## src/rtl/aes_pkg.sv

```systemverilog
// rtl/aes_pkg.sv - AES GF(2^8) helpers, ShiftRows permutations and round-stage FSM type (inverse helpers under MIX_INV_EN)
package aes_pkg;

  localparam int         AES_BLOCK_W = 128;
  localparam logic [7:0] AES_POLY    = 8'h1B;

  typedef enum logic [1:0] {
    IDLE = 2'd0,
    BUSY = 2'd1,
    DONE = 2'd2
  } state_t;

  // Multiply by x in GF(2^8) modulo x^8+x^4+x^3+x+1; the carry out of bit 7 folds back as 0x1B.
  function automatic logic [7:0] xtime(input logic [7:0] b);
    return {b[6:0], 1'b0} ^ (b[7] ? AES_POLY : 8'h00);
  endfunction

  function automatic logic [7:0] gf_mul2(input logic [7:0] b);
    return xtime(b);
  endfunction

  function automatic logic [7:0] gf_mul3(input logic [7:0] b);
    return xtime(b) ^ b;
  endfunction

`ifdef MIX_INV_EN
  function automatic logic [7:0] gf_mul4(input logic [7:0] b);
    return xtime(xtime(b));
  endfunction

  function automatic logic [7:0] gf_mul8(input logic [7:0] b);
    return xtime(xtime(xtime(b)));
  endfunction

  function automatic logic [7:0] gf_mul9(input logic [7:0] b);
    return gf_mul8(b) ^ b;
  endfunction

  function automatic logic [7:0] gf_mulb(input logic [7:0] b);
    return gf_mul8(b) ^ xtime(b) ^ b;
  endfunction

  function automatic logic [7:0] gf_muld(input logic [7:0] b);
    return gf_mul8(b) ^ gf_mul4(b) ^ b;
  endfunction

  function automatic logic [7:0] gf_mule(input logic [7:0] b);
    return gf_mul8(b) ^ gf_mul4(b) ^ xtime(b);
  endfunction
`endif

  // Row r of the state moves left by r columns: new (c,r) takes old (c+r mod 4, r).
  function automatic logic [0:AES_BLOCK_W-1] shift_rows(input logic [0:AES_BLOCK_W-1] s);
    logic [0:AES_BLOCK_W-1] t;
    t = '0;
    for (int c = 0; c < 4; c++) begin
      for (int r = 0; r < 4; r++) begin
        t[32*c + 8*r +: 8] = s[32*((c + r) % 4) + 8*r +: 8];
      end
    end
    return t;
  endfunction

`ifdef MIX_INV_EN
  // Row r of the state moves right by r columns: new (c,r) takes old (c-r mod 4, r).
  function automatic logic [0:AES_BLOCK_W-1] inv_shift_rows(input logic [0:AES_BLOCK_W-1] s);
    logic [0:AES_BLOCK_W-1] t;
    t = '0;
    for (int c = 0; c < 4; c++) begin
      for (int r = 0; r < 4; r++) begin
        t[32*c + 8*r +: 8] = s[32*((c + 4 - r) % 4) + 8*r +: 8];
      end
    end
    return t;
  endfunction
`endif

endpackage

```

## src/rtl/mix_column.sv

```systemverilog
// rtl/mix_column.sv - combinational single-column MixColumns, InvMixColumns added when MIX_INV_EN is defined
module mix_column
  import aes_pkg::*;
(
  input  logic [31:0] col_in,
`ifdef MIX_INV_EN
  input  logic        decrypt,
`endif
  output logic [31:0] col_out
);

  logic [7:0] a0, a1, a2, a3;
  logic [7:0] e0, e1, e2, e3;

  // Row 0 of the column sits in the top byte.
  assign a0 = col_in[31:24];
  assign a1 = col_in[23:16];
  assign a2 = col_in[15:8];
  assign a3 = col_in[7:0];

  // Forward circulant matrix {02,03,01,01}.
  always_comb begin
    e0 = gf_mul2(a0) ^ gf_mul3(a1) ^ a2          ^ a3;
    e1 = a0          ^ gf_mul2(a1) ^ gf_mul3(a2) ^ a3;
    e2 = a0          ^ a1          ^ gf_mul2(a2) ^ gf_mul3(a3);
    e3 = gf_mul3(a0) ^ a1          ^ a2          ^ gf_mul2(a3);
  end

`ifdef MIX_INV_EN
  logic [7:0] d0, d1, d2, d3;

  // Inverse circulant matrix {0e,0b,0d,09}.
  always_comb begin
    d0 = gf_mule(a0) ^ gf_mulb(a1) ^ gf_muld(a2) ^ gf_mul9(a3);
    d1 = gf_mul9(a0) ^ gf_mule(a1) ^ gf_mulb(a2) ^ gf_muld(a3);
    d2 = gf_muld(a0) ^ gf_mul9(a1) ^ gf_mule(a2) ^ gf_mulb(a3);
    d3 = gf_mulb(a0) ^ gf_muld(a1) ^ gf_mul9(a2) ^ gf_mule(a3);
  end

  assign col_out = decrypt ? {d0, d1, d2, d3} : {e0, e1, e2, e3};
`else
  assign col_out = {e0, e1, e2, e3};
`endif

endmodule

```

## src/rtl/shift_mix_serial.sv

```systemverilog
// rtl/shift_mix_serial.sv - AES ShiftRows then column-serial MixColumns round stage (decrypt path under MIX_INV_EN)
module shift_mix_serial
  import aes_pkg::*;
(
  input  logic                   clk,
  input  logic                   rst,
  input  logic                   in_valid,
  output logic                   in_ready,
  input  logic [0:AES_BLOCK_W-1] in_state,
  input  logic                   last_round,
`ifdef MIX_INV_EN
  input  logic                   decrypt,
`endif
  output logic                   out_valid,
  input  logic                   out_ready,
  output logic [0:AES_BLOCK_W-1] out_state
);

  state_t                 state;
  logic [1:0]             col;
  logic [0:AES_BLOCK_W-1] work;
  logic                   in_ready_q;
  logic                   out_valid_q;
  logic [31:0]            col_cur;
  logic [31:0]            col_mixed;
  logic [0:AES_BLOCK_W-1] shifted;

  // Column col of the work register, row 0 in the top byte.
  assign col_cur = work[{col, 5'b00000} +: 32];

`ifdef MIX_INV_EN
  logic dec_q;

  assign shifted = decrypt ? inv_shift_rows(in_state) : shift_rows(in_state);

  mix_column u_mix_column (
    .col_in  (col_cur),
    .decrypt (dec_q),
    .col_out (col_mixed)
  );
`else
  assign shifted = shift_rows(in_state);

  mix_column u_mix_column (
    .col_in  (col_cur),
    .col_out (col_mixed)
  );
`endif

  // Sequence IDLE -> (BUSY x4) -> DONE; handshake flags are registered alongside the state.
  always_ff @(posedge clk or posedge rst) begin
    if (rst) begin
      state       <= IDLE;
      col         <= 2'd0;
      work        <= '0;
      in_ready_q  <= 1'b1;
      out_valid_q <= 1'b0;
`ifdef MIX_INV_EN
      dec_q       <= 1'b0;
`endif
    end else begin
      case (state)
        IDLE: begin
          if (in_valid) begin
            work       <= shifted;
            col        <= 2'd0;
            in_ready_q <= 1'b0;
`ifdef MIX_INV_EN
            dec_q      <= decrypt;
`endif
            // The final round skips the column pass; the decision is carried by the state itself.
            if (last_round) begin
              state       <= DONE;
              out_valid_q <= 1'b1;
            end else begin
              state       <= BUSY;
            end
          end
        end
        BUSY: begin
          work[{col, 5'b00000} +: 32] <= col_mixed;
          col                         <= col + 2'd1;
          if (col == 2'd3) begin
            state       <= DONE;
            out_valid_q <= 1'b1;
          end
        end
        DONE: begin
          // in_ready returns one cycle after the output handshake, never in the same cycle.
          if (out_ready) begin
            state       <= IDLE;
            out_valid_q <= 1'b0;
            in_ready_q  <= 1'b1;
          end
        end
        default: begin
          state       <= IDLE;
          col         <= 2'd0;
          in_ready_q  <= 1'b1;
          out_valid_q <= 1'b0;
        end
      endcase
    end
  end

  assign in_ready  = in_ready_q;
  assign out_valid = out_valid_q;
  assign out_state = work;

endmodule

```

## config.mk

```make
export PLATFORM = sky130hd
export DESIGN_NAME = shift_mix_serial
export DESIGN_NICKNAME = d
export VERILOG_FILES = /design/src/rtl/aes_pkg.sv /design/src/rtl/mix_column.sv /design/src/rtl/shift_mix_serial.sv
export SDC_FILE = /design/constraint.sdc
export NUM_CORES = 1
export LEC_CHECK = 0
export BUFFER_PORTS_ARGS = -buffer_cell sky130_fd_sc_hd__buf_4
export CORE_MARGIN = 8
export CORE_UTILIZATION = 55
export CTS_CLUSTER_DIAMETER = 30
export DETAILED_ROUTE_END_ITERATION = 8
export PLACE_DENSITY = 0.84
export SETUP_SLACK_MARGIN = 0.3
export SLEW_MARGIN = 30
export SYNTH_ARGS = -nofsm -noshare
export SYNTH_HDL_FRONTEND = slang
export SYNTH_HIERARCHICAL = 1
export SYNTH_SLANG_ARGS = --single-unit
```

## constraint.sdc

```tcl
create_clock -name clk -period 5.5 [get_ports clk]
set_input_delay 0.275 -clock clk [delete_from_list [all_inputs] [get_ports clk]]
set_output_delay 0.275 -clock clk [all_outputs]
set_load 0.05 [all_outputs]
```

==> summary.txt <==
Status
  – Status: finished, final reports clean

Timing
  – Worst hold slack: ~0.14 ns
  – Final Slew Violations: 0
  – F_max: 279.9 MHz
  – Slew @ Worst Pin: 0.9883 ns
  – Final setup viols: 0
  – Worst Skew: 0.009441 ns
  – Unrepaired setup endpoints after global routing: no
  – Setup ws final: 1.927 ns
  – Setup_tns: 0 ns
  – Fin crit period: about 3.6 ns
  – Worst rel slew slack: 33.96%
  – Period utilization: 64.96%
  – Final Hold Viols: 0

Finish
  – FF+latch area: 3357 µm²
  – Most common cell after layout, fill and taps aside: buf_4
  – Finished layout cell area: around 11,000 µm²
  – Antenna Cells: 0
  – Nets: approximately 1,000
  – Fillers: 1,082
  – Multi-input gate area: a little over 5000 µm²
  – Commonest cells after routing, fill and taps aside: buf_4 (275), dfrtp_1 (131), mux2_2 (69), a32o_1 (68), a2bb2oi_1 (62)
  – Layout cells sized above 1: a little under half
  – Area Growth Syn to Fin: 29.95%

Worst setup path
  – CP Launch Type: register
  – Crit path largest cell delay: 0.89 ns
  – WS Path Type: reg2reg
  – CP cell instances: buf_4 > mux4_2 > xor2_1 > xor3_1 > a32o_1 > mux2_2
  – Critical-path top delay cell: dfrtp_1
  – Worst Setup SP: col[1]
  – Crit Reg-Reg Startpoint: col[1]
  – Critical path arrival: 3.88 ns
  – WP data required: 5.81 ns
  – Critical path endpoint category: register
  – Critical path buffers and inverters: 1
  – Crit-path leading delay family: XOR/XNOR gates
  – Crit path max fanout: 20

Floorplan
  – Die Area: roughly 20,000 µm²
  – Die width: ~140 µm
  – Row count: 46
  – Total core area: around 16,000 µm²
  – Initial Utilization: approximately 56%
  – # IOs: 263
  – Die Height: 142.5 µm

Placement
  – Post-DP Area: 10,870 µm²
  – Place WS: 1.913 ns
  – DP HPWL: around 23,000 µm
  – Placer's final routability congestion estimate: about 0.97
  – IO buf count: between 200 and 300

Yosys
  – Adder-Cell Fraction of Synth Area: less than 1%
  – Cells after Synth: 681
  – Mean Syn Cell Area: 12.93 µm²
  – Synth Area in Compound Gates: 19.38%
  – Top cells by area, synth: dfrtp_1 (38%), mux2_2 (8.8%), mux4_2 (8.2%)
  – Post-synthesis async set-or-reset flop share: 100.0%
  – Leading area contributor after synthesis: dfrtp_1
  – Multiplexer share of the synthesized area: 17.50%
  – Cell area after synthesis: 8806 µm²
  – Simple-gate share of the synthesized area: 4.632%
  – Share of the synthesized area in the top cell type: approximately 38%
  – Sequential share of the synthesized area: roughly two fifths
  – Synthesis-stage register bit count: 134
  – Main synth FF type: dfrtp_1
  – Largest family of logic cells by synthesized area: compound AO/OA/AOI/OAI gates
  – Post-synth EDFFs: 0
  – Ys Warns: 6
  – Post-synth net total: 818
  – Synth Area in XOR/XNOR: 14.79%
  – Synth cell types: 41

Clock tree
  – CTS H-tree lvls: 4
  – Cts bufs inserted: 17
  – Clock tree from TritonCTS: yes
  – Post-CTS sizing: 0
  – CTS root buf: clkbuf_16
  – Bufs on Longest Clock Path: 2
  – Clock sink count: 134
  – Clock slew seen by the registers of the worst setup and hold paths: 0.06 ns
  – Hold Buf Count CTS: 1
  – Total setup buffers inserted after CTS: 0
  – Skew-Pair Late Insertion Delay: 0.43 ns

Global routing
  – Initial antenna violation count: 0
  – First-pass GRT wire length: 48,590 µm
  – Largest net degree at the start of global routing: 73
  – Vias in the first global route: 8,118
  – Gr ovfl total: 0
  – Total GRT Usage: 31.67%

Route
  – Drt total wl: ~32,000 µm
  – DR pass1 iterations: 5
  – WL/cell: about 29 µm
  – DR iter-0 viols: ~940
  – Post-route ant nets: 0
  – DRC: 0
  – Total number of vias: 7,852
  – Vias/cell: 7.004

Run
  – Max-cap violations: 0

Worst hold path
  – Hold Path Class: in2reg
  – Min-delay src: out_ready
[per-layer routing]
layer  share of wire (%)  up-vias  GRT usage (%)
met4                 4.7        0          17.45
met3                  11      118          9.225
met5                   0        -              0
met2                  48      639          49.37
met1                  36     3928          38.97
li1                    -     3167              -
[registers in the layout (all words and copies together), names as in the netlist]
signal / flops
col: 2
out_valid: 1
out_state: 128
state: 2
in_ready: 1
[path summary, 6_finish.rpt]
path	to	slack, ns	depth (start not counted)
max	out_state[6]	1.93	6
min in group asynchronous	out_valid	0.48	3
min reg2reg	in_ready	0.49	2
min	out_valid	0.14	4
max in group asynchronous	out_state[16]	3.96	4
max reg2reg	out_state[6]	1.93	6
[worst min-delay path, cell delays in order]
cell	delay (ns)
buf_4	0.08
nor2_1	0.04
nand2_1	0.05
a2bb2oi_1	0.06
[final cells by class]
| cell class | count | share of cell area, % |
|---|---|---|
| clock inverters | 3 | 0.3717 |
| repair buffers | 280 | 18.95 |
| multi-input cells | 458 | 44.25 |
| inverters | 5 | 0.2296 |
| well taps | 216 | 2.362 |
| flip-flops and latches | 134 | 29.34 |
| clock buffers | 25 | 4.505 |
[cell families (layout without fill, tap and decap cells)]
group / count (synthesis) / after routing
xor+xnor: 75 / 75
compound gates: 195 / 195
flops: 134 / 134
fa+ha+maj: 4 / 4
simple gates: 79 / 79
buf+inv: 89 / 313
mux: 105 / 105
[stage by stage]
| stage | instances | utilization [%] |
|---|---|---|
| after global placement | 1089 | 68.41 |
| after global routing | 1121 | 72.56 |
| final | 1121 | 72.56 |
| after detailed placement | 1092 | 68.94 |
| after CTS | 1121 | 72.54 |
| after floorplan | 681 | - |
[synthesized netlist by cell type (2+ instances only)]
master and instances:
a211oi_1 60, a2bb2oi_1 62, a32o_1 68, buf_1 5, buf_2 32, buf_4 12
buf_6 3, clkbuf_1 31, dfrtp_1 133, ha_1 4, inv_1 4, mux2_2 69
mux2i_1 3, mux4_2 32, nand2_1 2, nand3_1 60, nor2_1 4, nor2_2 3
nor2b_1 3, o21ai_0 2, xnor2_1 17, xnor2_4 2, xnor3_1 31, xor2_1 13
xor3_1 10
Power is not shown: default switching activity piles up to over one toggle a cycle in this logic, so the estimate is an artifact.
